## src/rtl/alu_ctrl_pkg.sv

```systemverilog
// Shared types for the ALU sequencer: op codes, FSM states, error fill pattern
// and the button-priority encoder.
package alu_ctrl_pkg;
  typedef enum logic [2:0] {OP_LO, OP_NO, OP_ADD, OP_SUB, OP_MULT} op_t;
  typedef enum logic [1:0] {IDLE, ISSUE, WAIT} state_t;

  localparam int          NUM_BTN     = 5;
  localparam logic [63:0] ERR_PATTERN = '1;

  // Button lane index equals the op code, so the lowest set lane wins (U > D > L > R > C).
  function automatic op_t pick_op(input logic [NUM_BTN-1:0] req);
    op_t op;
    op = OP_LO;
    for (int i = NUM_BTN - 1; i >= 0; i--)
      if (req[i]) op = op_t'(3'(i));
    return op;
  endfunction
endpackage

```

## src/rtl/alu_ctrl_btn_debounce.sv

```systemverilog
// One push-button lane: 2-FF synchronizer, stability counter and a one-cycle
// pulse on the accepted 0->1 transition of the debounced level.
module btn_debounce #(
  parameter int DEBOUNCE_CYCLES = 16
) (
  input  logic clk,
  input  logic rst_n,
  input  logic btn,
  output logic level,
  output logic rise
);
  localparam int            CW       = $clog2(DEBOUNCE_CYCLES);
  localparam logic [CW-1:0] CNT_LAST = CW'(DEBOUNCE_CYCLES - 1);

  logic [1:0]    sync;
  logic [CW-1:0] cnt;

  // cnt tracks how many consecutive synced samples have disagreed with level.
  always_ff @(posedge clk or negedge rst_n) begin
    if (!rst_n) begin
      sync  <= '0;
      cnt   <= '0;
      level <= 1'b0;
      rise  <= 1'b0;
    end else begin
      sync <= {sync[0], btn};
      rise <= 1'b0;
      if (sync[1] == level) begin
        cnt <= '0;
      end else if (cnt == CNT_LAST) begin
        cnt   <= '0;
        level <= sync[1];
        rise  <= sync[1];
      end else begin
        cnt <= cnt + CW'(1);
      end
    end
  end
endmodule

```

## src/rtl/alu_ctrl.sv

```systemverilog
// Board-side sequencer for the ALU: debounced buttons -> op request -> start/done
// handshake -> LED. Optional feature macro: ALU_CTRL_AUTO_REFRESH_EN.
module alu_ctrl
  import alu_ctrl_pkg::*;
#(
  parameter int BITS            = 16,
  parameter int DEBOUNCE_CYCLES = 16,
  parameter int TIMEOUT_CYCLES  = 64
) (
  input  logic            CLK,
  input  logic            CPU_RESETN,
  input  logic [BITS-1:0] SW,
  input  logic            BTNU,
  input  logic            BTND,
  input  logic            BTNL,
  input  logic            BTNR,
  input  logic            BTNC,
  output logic [2:0]      alu_op,
  output logic [BITS-1:0] alu_a,
  output logic            alu_start,
  input  logic            alu_done,
  input  logic [BITS-1:0] alu_result,
  output logic [BITS-1:0] LED,
  output logic            busy,
  output logic            err
);
  localparam int            TW       = $clog2(TIMEOUT_CYCLES);
  localparam logic [TW-1:0] TMO_LAST = TW'(TIMEOUT_CYCLES - 1);

  logic [NUM_BTN-1:0] btn_raw, btn_rise, unused_lvl;
  state_t             state, state_nxt;
  op_t                op_q;
  logic [TW-1:0]      tmo_cnt;
  logic               req, refresh, tmo_last;

  assign btn_raw = {BTNC, BTNR, BTNL, BTND, BTNU};

  for (genvar i = 0; i < NUM_BTN; i++) begin : g_db
    btn_debounce #(.DEBOUNCE_CYCLES(DEBOUNCE_CYCLES)) u_db (
      .clk   (CLK),
      .rst_n (CPU_RESETN),
      .btn   (btn_raw[i]),
      .level (unused_lvl[i]),
      .rise  (btn_rise[i])
    );
  end

  assign req      = |btn_rise;
  assign tmo_last = (state == WAIT) && (tmo_cnt == TMO_LAST);
  assign alu_op   = op_q;

`ifdef ALU_CTRL_AUTO_REFRESH_EN
  logic have_op;

  // Re-issue only makes sense once a previous op has defined op_q.
  always_ff @(posedge CLK or negedge CPU_RESETN) begin
    if (!CPU_RESETN)                                  have_op <= 1'b0;
    else if (state == WAIT && (alu_done || tmo_last)) have_op <= 1'b1;
  end

  assign refresh = have_op && (SW != alu_a);
`else
  assign refresh = 1'b0;
`endif

  always_ff @(posedge CLK or negedge CPU_RESETN) begin
    if (!CPU_RESETN) state <= IDLE;
    else             state <= state_nxt;
  end

  always_comb begin
    state_nxt = state;
    case (state)
      IDLE:    if (req || refresh) state_nxt = ISSUE;
      ISSUE:   state_nxt = WAIT;
      WAIT:    if (alu_done || tmo_last) state_nxt = IDLE;
      default: state_nxt = IDLE;
    endcase
  end

  always_comb begin
    alu_start = (state == ISSUE);
    busy      = (state != IDLE);
  end

  // Operand/op latch, timeout counter and result capture.
  always_ff @(posedge CLK or negedge CPU_RESETN) begin
    if (!CPU_RESETN) begin
      op_q    <= OP_LO;
      alu_a   <= '0;
      LED     <= '0;
      err     <= 1'b0;
      tmo_cnt <= '0;
    end else begin
      case (state)
        IDLE: begin
          if (req) begin
            op_q  <= pick_op(btn_rise);
            alu_a <= SW;
          end else if (refresh) begin
            alu_a <= SW;
          end
        end
        ISSUE: tmo_cnt <= '0;
        WAIT: begin
          if (alu_done) begin
            LED <= alu_result;
            err <= 1'b0;
          end else if (tmo_last) begin
            LED <= ERR_PATTERN[BITS-1:0];
            err <= 1'b1;
          end else begin
            tmo_cnt <= tmo_cnt + TW'(1);
          end
        end
        default: ;
      endcase
    end
  end
endmodule

```

## config.mk

```make
export PLATFORM = sky130hd
export DESIGN_NAME = alu_ctrl
export DESIGN_NICKNAME = d
export VERILOG_FILES = /design/src/rtl/alu_ctrl_pkg.sv /design/src/rtl/alu_ctrl_btn_debounce.sv /design/src/rtl/alu_ctrl.sv
export SDC_FILE = /design/constraint.sdc
export NUM_CORES = 1
export LEC_CHECK = 0
export ABC_AREA = 1
export CORE_ASPECT_RATIO = 1.25
export CORE_MARGIN = 4
export CORE_UTILIZATION = 54
export DETAILED_ROUTE_END_ITERATION = 6
export HOLD_SLACK_MARGIN = 0.12
export PLACE_DENSITY = 0.85
export SLEW_MARGIN = 20
export SYNTH_ARGS = -nofsm -noshare
export SYNTH_HDL_FRONTEND = slang
export SYNTH_SLANG_ARGS = --single-unit
```

## constraint.sdc

```tcl
create_clock -name CLK -period 4.5 [get_ports CLK]
set_input_delay 1.35 -clock CLK [delete_from_list [all_inputs] [get_ports CLK]]
set_output_delay 1.35 -clock CLK [all_outputs]
set_load 0.05 [all_outputs]
```

==> flow_metrics.env, run 1 <==
export IMPL_syn_avg_cell_area_um2=9.650
export IMPL_grtUsageTotal=0.1942
export IMPL_ioPinCount=78
export IMPL_crit_path_max_fanout=7
export IMPL_hp_start="g_db[4].u_db.sync[0]$_DFF_PN0_"
export IMPL_drt_initial_drc_count=146
export IMPL_port_buffers=77
export IMPL_finalSetupViolations=0
export IMPL_rr_startpoint="state[0]$_DFFE_PN0P_"
export IMPL_final_setup_tns_ps=0
export IMPL_clkLatencyLatePin_ps=350
export IMPL_leakage_nw=2.106
export IMPL_start_kind="register"
export IMPL_syn_area_mm2=0.003493
export IMPL_synthesis_nets=411
export IMPL_ys_seq_area_frac=0.6017
export IMPL_skew_ps=6.007
export IMPL_grt_pass1_wl_um=12010
export IMPL_path_class="register to output port"
export IMPL_first_global_vias=2760
export IMPL_rrSetupSlack_ps=2550
export IMPL_antenna_left=0
export IMPL_cts_buffer_depth=2
export IMPL_antennaDiodeCount=0
export IMPL_gp_congestion=0.7138
export IMPL_rsz0062_at_grt="no"
export IMPL_hp_class="register to register"
export IMPL_synth_main_ff_cell="dfrtp_1"
export IMPL_cp_end_kind="output port"
export IMPL_final_hold_viol_count=0
export IMPL_pre_cts_ws_ps=1532
export IMPL_die_area_mm2=0.007828
export IMPL_synth_seq_cells=84
export IMPL_cts_resized=0
export IMPL_via_per_inst=5.038
export IMPL_dp_hpwl_um=5102
export IMPL_antenna_found_initial=0
export IMPL_cts_clk_slew_worst_paths_ps=80
export IMPL_place_inst=516
export IMPL_die_w_um=79.94
export IMPL_core_mm2=0.006246
export IMPL_synth_top_family_by_area="simple AND/OR/NAND/NOR gates"
export IMPL_cts_tree="done"
export IMPL_synthCells=362
export IMPL_holdPathStages=0
export IMPL_utilization=0.7204
export IMPL_cp_arrival_ps=1990
export IMPL_synth_mux_area_frac=0
export IMPL_die_h_um=97.93
export IMPL_pwr_density_cell_mw_per_mm2=317.3
export IMPL_crit_required_ps=3150
export IMPL_fin_crit_ps=3342
export IMPL_drv_cap=0
export IMPL_drive_gt1_frac=0.08277
export IMPL_ff2ff_path_depth=8
export IMPL_cts_made_buffers=9
export IMPL_cts_max_level=3
export IMPL_grt_overflow=0
export IMPL_total_power_mw=1.428
export IMPL_cts_setup_buffers=0
export IMPL_initial_core_util=0.5593
export IMPL_num_rows=32
export IMPL_synth_edff_count=0
export IMPL_drt_pre_antenna_iters=5
export IMPL_synth_fa_ha_area_frac=0.03223
export IMPL_vias=2680
export IMPL_grt_max_degree=85
export IMPL_routed_wl_um=7018
export IMPL_synth_simple_area_share=0.2464
export IMPL_worst_pin_slew_ps=735.0
export IMPL_peakVddDrop_mv=0.2960
export IMPL_synthDistinctLibCells=26
export IMPL_drv_slew=0
export IMPL_area_growth_pct=28.80
export IMPL_final_cells=532
export IMPL_cts_sinks=84
export IMPL_synth_compound_area_share=0.04835
export IMPL_hold_buffers=0
export IMPL_period_share=0.7428
export IMPL_max_freq_ghz=0.2992
export IMPL_timing_rr_end="LED[11]$_DFFE_PN0P_"
export IMPL_slew_limit_headroom=0.5100
export IMPL_worstHoldEndpoint="g_db[4].u_db.sync[1]$_DFF_PN0_"
export IMPL_yosysWarnings=0
export IMPL_setup_ws_ps=1158
export IMPL_drc=0
export IMPL_post_drt_wl_per_cell_um=13.19
export IMPL_final_nets=491
export IMPL_async_flop_share=1.000
export IMPL_status="finished clean"
export IMPL_synth_xor_area_frac=0.02758
export IMPL_cts_root_buffer="clkbuf_8"
[worst max-delay path, cell delays in order, from the launching register on]
cell,delay (ps)
dfrtp_1,380
inv_1,70
ha_1,290
inv_1,100
clkdlybuf4s50_1,810
[state kept, by name, indices dropped and copies added, names as in the netlist, 3 cells and up]
register         count
g_db.u_db.cnt       20
LED                 16
alu_a               16
g_db.u_db.sync      10
tmo_cnt              6
g_db.u_db.level      5
g_db.u_db.rise       5
alu_op               3
[cell type report]
class	instances	area (µm²)
Clock buffer	12	165.2
Clock inverter	4	32.53
Fill cell	465	1747
Inverter	22	82.58
Multi-Input combinational cell	248	1239
Sequential cell	84	2102
Tap cell	85	106.4
Timing Repair Buffer	77	772.0
[where the power goes]
part           internal [mW]  switching [mW]  total [mW]
combinational         0.0582          0.0700       0.128
sequential             0.777          0.0145       0.792
clock                  0.248           0.260       0.508
total                   1.08           0.345        1.43
[layer usage]
| layer | track usage | part of all wire | vias up |
|---|---|---|---|
| li1 | - | - | 1313 |
| met4 | 0.07932 | 0.024 | 0 |
| met5 | 0 | 0 | - |
| met3 | 0.04705 | 0.052 | 13 |
| met2 | 0.3374 | 0.53 | 71 |
| met1 | 0.2268 | 0.40 | 1283 |
[Yosys cell counts (2+ instances only)]
cell type  number  area (µm²)
xnor2_1         5       43.79
nor2_1         30       112.6
nand2_1       113       424.2
or2_2           9       56.30
o21ai_0        22       110.1
nor3b_1         2       15.01
buf_6           3       33.78
buf_2           2       10.01
dfrtp_1        84        2102
ha_1            9       112.6
a21oi_1         7       35.03
inv_1          22       82.58
nand3_1        31       155.2
xor2_1          6       52.55
nand2_2         6       37.54
[through the flow]
| step | hold WS, ps | area [µm²] |
|---|---|---|
| CTS | 352.1 | 4496 |
| detailed placement | 334.7 | 4298 |
| floorplan | 331.2 | 3493 |
| global route | 358.7 | 4499 |
| finish | 350.5 | 4499 |
| global placement | 332.6 | 4298 |
[layout by cell type (no fill, tap or decap), drive strengths merged, types with 2 or more instances in the layout]
cell | Yosys | routed
nand2 | 120 | 120
dfrtp | 84 | 84
clkdlybuf4s50 | 0 | 76
nand3 | 32 | 32
nor2 | 32 | 32
o21ai | 23 | 23
inv | 22 | 22
clkbuf | 1 | 12
or2 | 9 | 9
ha | 9 | 9
a21oi | 7 | 7
xor2 | 6 | 6
xnor2 | 5 | 5
nor3b | 2 | 2
clkinvlp | 0 | 2
clkinv | 0 | 2
[kinds of logic (layout without fill, tap and decap cells)]
logic type                 after synthesis  count (layout)
AOI/OAI and AO/OA                       31              31
xor gates and xnor gates                11              11
adders and majority gates                9               9
buffers and inverters                   30             115
DFF                                     84              84
and+or+nand+nor                        197             197
[how the worst max path moves through the flow]
| stage | start | endpoint | slack (ps) | depth (start not counted) |
|---|---|---|---|---|
| final | state[0]$_DFFE_PN0P_ | busy | 1160 | 4 |
| after global routing | state[0]$_DFFE_PN0P_ | busy | 1070 | 4 |
| after CTS | state[0]$_DFFE_PN0P_ | busy | 1140 | 4 |
| after detailed placement | state[0]$_DFFE_PN0P_ | busy | 1530 | 4 |
| after global placement | state[0]$_DFFE_PN0P_ | busy | 1550 | 4 |
| after floorplan | state[0]$_DFFE_PN0P_ | busy | 2090 | 4 |
No activity file was read; power rests on OpenSTA's default activity.
==> inputs of run 2 (changes only) <==
- CORE_UTILIZATION: 54 -> 50
- PLACE_DENSITY: 0.85 -> 0.79
- clock period: 4.5 -> 3.2 ns (I/O delays scaled with it)
==> run 2 against run 1 <==
Routed wire length fell by 2.2%. Cell count grew 0.56%. Critical path type unchanged. Sequential power increased by 40%. Combinational power grew 40%. Largest power group unchanged. Critical endpoint unchanged.
==> flow_metrics.env, run 2 (synthesis gave the netlist of run 1 again) <==
export IMPL_status="finished clean"
export IMPL_layout_common_cells="113 x nand2_1, 84 x dfrtp_1, 76 x clkdlybuf4s50_1"
export IMPL_cts_made_buffers=9
export IMPL_rr_startpoint="state[0]$_DFFE_PN0P_"
export IMPL_finalSetupViolations=0
export IMPL_total_power_mw=2.025
export IMPL_port_buffers=77
export IMPL_drv_cap=0
export IMPL_cts_root_buffer="clkbuf_8"
export IMPL_critPathMostFrequentCell="inv_1"
export IMPL_final_hold_viol_count=0
export IMPL_cts_sinks=84
export IMPL_core_mm2=0.006689
export IMPL_cts_resized=0
export IMPL_path_class="register to output port"
export IMPL_grt_pass1_wl_um=11690
export IMPL_cts_setup_buffers=0
export IMPL_peakVddDrop_mv=0.2654
export IMPL_hold_buffers=0
export IMPL_ioPinCount=78
export IMPL_crit_buf_inv=3
export IMPL_grtUsageTotal=0.1827
export IMPL_antennaDiodeCount=0
export IMPL_die_h_um=101.5
export IMPL_largest_register_ffs=20
export IMPL_final_nets=493
export IMPL_cp_arrival_ps=2050
export IMPL_final_cells=535
export IMPL_fin_crit_ps=3011
export IMPL_die_w_um=82.76
export IMPL_first_global_vias=2644
export IMPL_area_growth_pct=29.01
export IMPL_skew_ps=7.047
export IMPL_cts_tree="done"
export IMPL_routed_wl_um=6861
export IMPL_setup_ws_ps=189.4
export IMPL_cts_max_level=3
export IMPL_drt_pre_antenna_iters=4
export IMPL_design_area_mm2=0.004507
export IMPL_drt_initial_drc_count=159
export IMPL_grt_max_degree=48
export IMPL_cp_end_kind="output port"
export IMPL_cp_slowest_stage_delay_ps=830
export IMPL_fillers=536
export IMPL_cts_clk_slew_worst_paths_ps=80
export IMPL_largestRegisters="g_db.u_db.cnt: 20 flops, LED: 16 flops, alu_a: 16 flops"
export IMPL_crit_chain="inv_1 -> ha_1 -> inv_1 -> clkdlybuf4s50_1"
export IMPL_gp_congestion=0.7470
export IMPL_antenna_found_initial=0
export IMPL_num_rows=33
export IMPL_place_inst=520
export IMPL_start_kind="register"
export IMPL_leakage_nw=2.111
export IMPL_slowest_stage="clkdlybuf4s50_1"
export IMPL_hp_start="g_db[2].u_db.sync[0]$_DFF_PN0_"
export IMPL_max_freq_ghz=0.3322
export IMPL_post_drt_wl_per_cell_um=12.82
export IMPL_grt_overflow=0
export IMPL_final_common_cell="nand2_1"
export IMPL_die_area_mm2=0.008396
export IMPL_crit_path_max_fanout=7
export IMPL_via_per_inst=4.916
export IMPL_worst_pin_slew_ps=587.9
export IMPL_place_area_mm2=0.004315
export IMPL_drive_gt1_frac=0.08259
export IMPL_vias=2630
export IMPL_rsz0062_at_grt="no"
export IMPL_period_share=0.9408
export IMPL_clkLatencyLatePin_ps=340
export IMPL_drc=0
export IMPL_largest_register="g_db.u_db.cnt"
export IMPL_pwr_density_cell_mw_per_mm2=449.4
export IMPL_slew_limit_headroom=0.6081
export IMPL_drv_slew=0
export IMPL_crit_required_ps=2240
export IMPL_hp_class="register to register"
export IMPL_initial_core_util=0.5223
export IMPL_cts_buffer_depth=2
export IMPL_antenna_left=0
export IMPL_pre_cts_ws_ps=582.5
export IMPL_critPathTopFamily="buffers and inverters"
export IMPL_dp_hpwl_um=4917
export IMPL_final_setup_tns_ps=0
export IMPL_crit_path_start="state[1]$_DFFE_PN0P_"
run 2: cell types whose count changed in the layout (fill, tap and decap cells not counted), sizes merged:
| cell | before | now |
|---|---|---|
| clkbuf | 12 | 11 |
| buf | 1 | 3 |
| bufinv | 0 | 1 |
| clkinv | 2 | 1 |
run 2: final cells by class:
| cell class | count | area (µm²) | share of cell area |
|---|---|---|---|
| Clock inverter | 4 | 50.05 | 0.01110 |
| Clock buffer | 11 | 141.4 | 0.03137 |
| Timing Repair Buffer | 79 | 783.3 | 0.1738 |
| Tap cell | 87 | 108.9 | 0.02415 |
| Multi-Input combinational cell | 248 | 1239 | 0.2748 |
| Inverter | 22 | 82.58 | 0.01832 |
| Sequential cell | 84 | 2102 | 0.4664 |
run 2: final timing paths:
kind / endpoint / slack, ps / cells after the start
setup / recovery: busy / 190 / 4
hold / removal: g_db[2].u_db.sync[1]$_DFF_PN0_ / 350 / 0
setup reg to reg: LED[6]$_DFFE_PN0P_ / 1300 / 8
hold reg to reg: g_db[2].u_db.sync[1]$_DFF_PN0_ / 350 / 0
max in group asynchronous: alu_a[13]$_DFFE_PN0P_ / 1900 / 2
min in group asynchronous: g_db[3].u_db.sync[0]$_DFF_PN0_ / 610 / 1
run 2: layer usage:
layer	GRT usage	wire length (µm)	vias up
met2	0.3006	3367	70
met3	0.04715	525	11
met5	0	0	-
met4	0.08302	114	0
met1	0.2241	2854	1236
li1	-	-	1313
run 2: report_power, final:
group,internal (mW),switching (mW),leakage [nW]
sequential,1.09,0.0201,0.990
combinational,0.0823,0.0966,1.03
clock,0.377,0.357,0.0914
run 2: metrics by stage:
step	util	hold WS, ps
finish	0.6738	352.5
global placement	0.6452	333.8
global route	0.6738	365.0
CTS	0.6738	355.1
floorplan	-	331.2
detailed placement	0.6452	336.3
==> inputs of run 3 (changes only) <==
- CORE_MARGIN: 4 -> 3
- CORE_UTILIZATION: 50 -> 54
- PLACE_DENSITY: 0.79 -> 0.85
- clock period: 3.2 -> 3.72 ns (I/O delays scaled with it)
==> run 3 against run 2 <==
Register-to-register slack improved by 510 ps. Critical path depth is the same. Non-clock buffer count is 2 lower. Cell count decreased by 0.56%. Highest routed layer unchanged. Die area decreased by 11%. Worst setup slack improved by 400 ps. Total power decreased by 18%. Flip-flop and latch count did not move.
==> flow_metrics.env, run 3 (synthesis gave the netlist of run 1 again) <==
export IMPL_final_common_cell="nand2_1"
export IMPL_layout_common_cells="113 x nand2_1, 84 x dfrtp_1, 76 x clkdlybuf4s50_1"
export IMPL_start_kind="register"
export IMPL_dp_hpwl_um=4708
export IMPL_initial_core_util=0.5629
export IMPL_die_h_um=95.93
export IMPL_rr_startpoint="state[0]$_DFFE_PN0P_"
export IMPL_path_class="register to output port"
export IMPL_intPower_mw=1.269
export IMPL_drv_slew=0
export IMPL_first_global_vias=2558
export IMPL_die_area_mm2=0.007476
export IMPL_ioPinCount=78
export IMPL_fin_crit_ps=3130
export IMPL_drc=0
export IMPL_hp_class="register to register"
export IMPL_pwr_density_cell_mw_per_mm2=372.6
export IMPL_post_drt_wl_per_cell_um=12.20
export IMPL_power_frac_comb=0.091
export IMPL_cts_root_buffer="clkbuf_8"
export IMPL_drv_cap=0
export IMPL_swShare=0.2380
export IMPL_peakVddDrop_mv=0.2659
export IMPL_final_nets=491
export IMPL_cts_setup_buffers=0
export IMPL_final_hold_viol_count=0
export IMPL_crit_required_ps=2600
export IMPL_vias=2637
export IMPL_cp_end_kind="output port"
export IMPL_slew_limit_headroom=0.3383
export IMPL_die_w_um=77.94
export IMPL_leakage_nw=2.092
export IMPL_hold_buffers=0
export IMPL_drt_initial_drc_count=146
export IMPL_routed_wl_um=6491
export IMPL_cts_max_level=3
export IMPL_cts_clk_slew_worst_paths_ps=80
export IMPL_antennaDiodeCount=0
export IMPL_grt_overflow=0
export IMPL_cts_resized=0
export IMPL_antenna_left=0
export IMPL_place_area_mm2=0.004298
export IMPL_grt_pass1_wl_um=11070
export IMPL_ff2ff_path_depth=8
export IMPL_port_buffers=77
export IMPL_via_per_inst=4.957
export IMPL_rsz0062_at_grt="no"
export IMPL_skew_ps=9.211
export IMPL_final_setup_tns_ps=0
export IMPL_worst_pin_slew_ps=992.5
export IMPL_holdPathStages=0
export IMPL_cts_tree="done"
export IMPL_largestRegisters="g_db.u_db.cnt: 20 flops, LED: 16 flops, alu_a: 16 flops"
export IMPL_cts_made_buffers=9
export IMPL_grtUsageTotal=0.1875
export IMPL_gp_congestion=0.7826
export IMPL_cts_sinks=84
export IMPL_core_mm2=0.006206
export IMPL_cp_arrival_ps=2010
export IMPL_crit_path_max_fanout=7
export IMPL_p_sw_mw=0.3962
export IMPL_num_rows=32
export IMPL_antenna_found_initial=0
export IMPL_clkLatencyLatePin_ps=350
export IMPL_largest_register="g_db.u_db.cnt"
export IMPL_total_power_mw=1.665
export IMPL_crit_path_start="state[0]$_DFFE_PN0P_"
export IMPL_drive_gt1_frac=0.07830
export IMPL_pwr_share_seq=0.575
export IMPL_pwr_share_clk=0.334
export IMPL_grt_max_degree=85
export IMPL_hp_start="g_db[2].u_db.sync[0]$_DFF_PN0_"
export IMPL_largest_register_ffs=20
export IMPL_drt_pre_antenna_iters=4
export IMPL_finalSetupViolations=0
export IMPL_status="finished clean"
export IMPL_area_growth_pct=27.90
export IMPL_period_share=0.8413
export IMPL_cts_buffer_depth=2
export IMPL_max_freq_ghz=0.3195
export IMPL_design_area_mm2=0.004468
run 3: changes by cell type in the layout (fill, tap and decap cells not counted):
cell,previous run,this run
clkinv_2,1,2
buf_4,3,1
clkbuf_1,1,2
bufinv_16,1,0
run 3: cell type report:
cell class | count | area, µm²
inverter | 22 | 82.58
clock inverter | 4 | 25.02
clock buffer | 12 | 145.1
multi-input combinational | 248 | 1239
fill | 457 | 1738
tap | 85 | 106.4
timing repair buffer | 77 | 768.2
sequential | 84 | 2102
run 3: power by group through the flow:
stage / combinational, mW / sequential, mW / clock [mW]
final: 0.152 / 0.957 / 0.556
after global routing: 0.166 / 0.960 / 0.614
after CTS: 0.155 / 0.957 / 0.574
after detailed placement: 0.154 / 0.975 / 0
after global placement: 0.151 / 0.974 / 0
after floorplan: 0.0355 / 1.01 / 0
run 3: path summary, 6_finish.rpt:
path,to,slack [ps]
min reg2reg,g_db[2].u_db.sync[1]$_DFF_PN0_,350
max,busy,590
min,g_db[2].u_db.sync[1]$_DFF_PN0_,350
max in group asynchronous,g_db[2].u_db.cnt[2]$_DFF_PN0_,2150
max reg2reg,LED[1]$_DFFE_PN0P_,1810
min in group asynchronous,tmo_cnt[4]$_DFFE_PN0P_,900
run 3: metrics by stage:
stage	utilization	hold WS [ps]	instances	setup slack, ps
2_1_floorplan	-	331.2	362	1542
3_3_place_gp	0.6925	331.5	516	1008
3_5_place_dp	0.6925	336.2	516	967.1
4_1_cts	0.7200	352.7	532	579.3
5_1_grt	0.7200	358.8	532	521.5
6_report	0.7200	349.2	532	590.5
run 3: critical path, cell delays in order, from the launching register on:
cell             delay, ps
dfrtp_1                380
inv_1                   70
ha_1                   290
inv_1                  110
clkdlybuf4s50_1        820
run 3: layer usage:
metal,vias to the layer above,routed length [µm],track usage
met5,-,0,0
met4,0,162,0.08309
met3,15,286,0.04401
met2,69,3352,0.3386
met1,1239,2689,0.2124
li1,1314,-,-
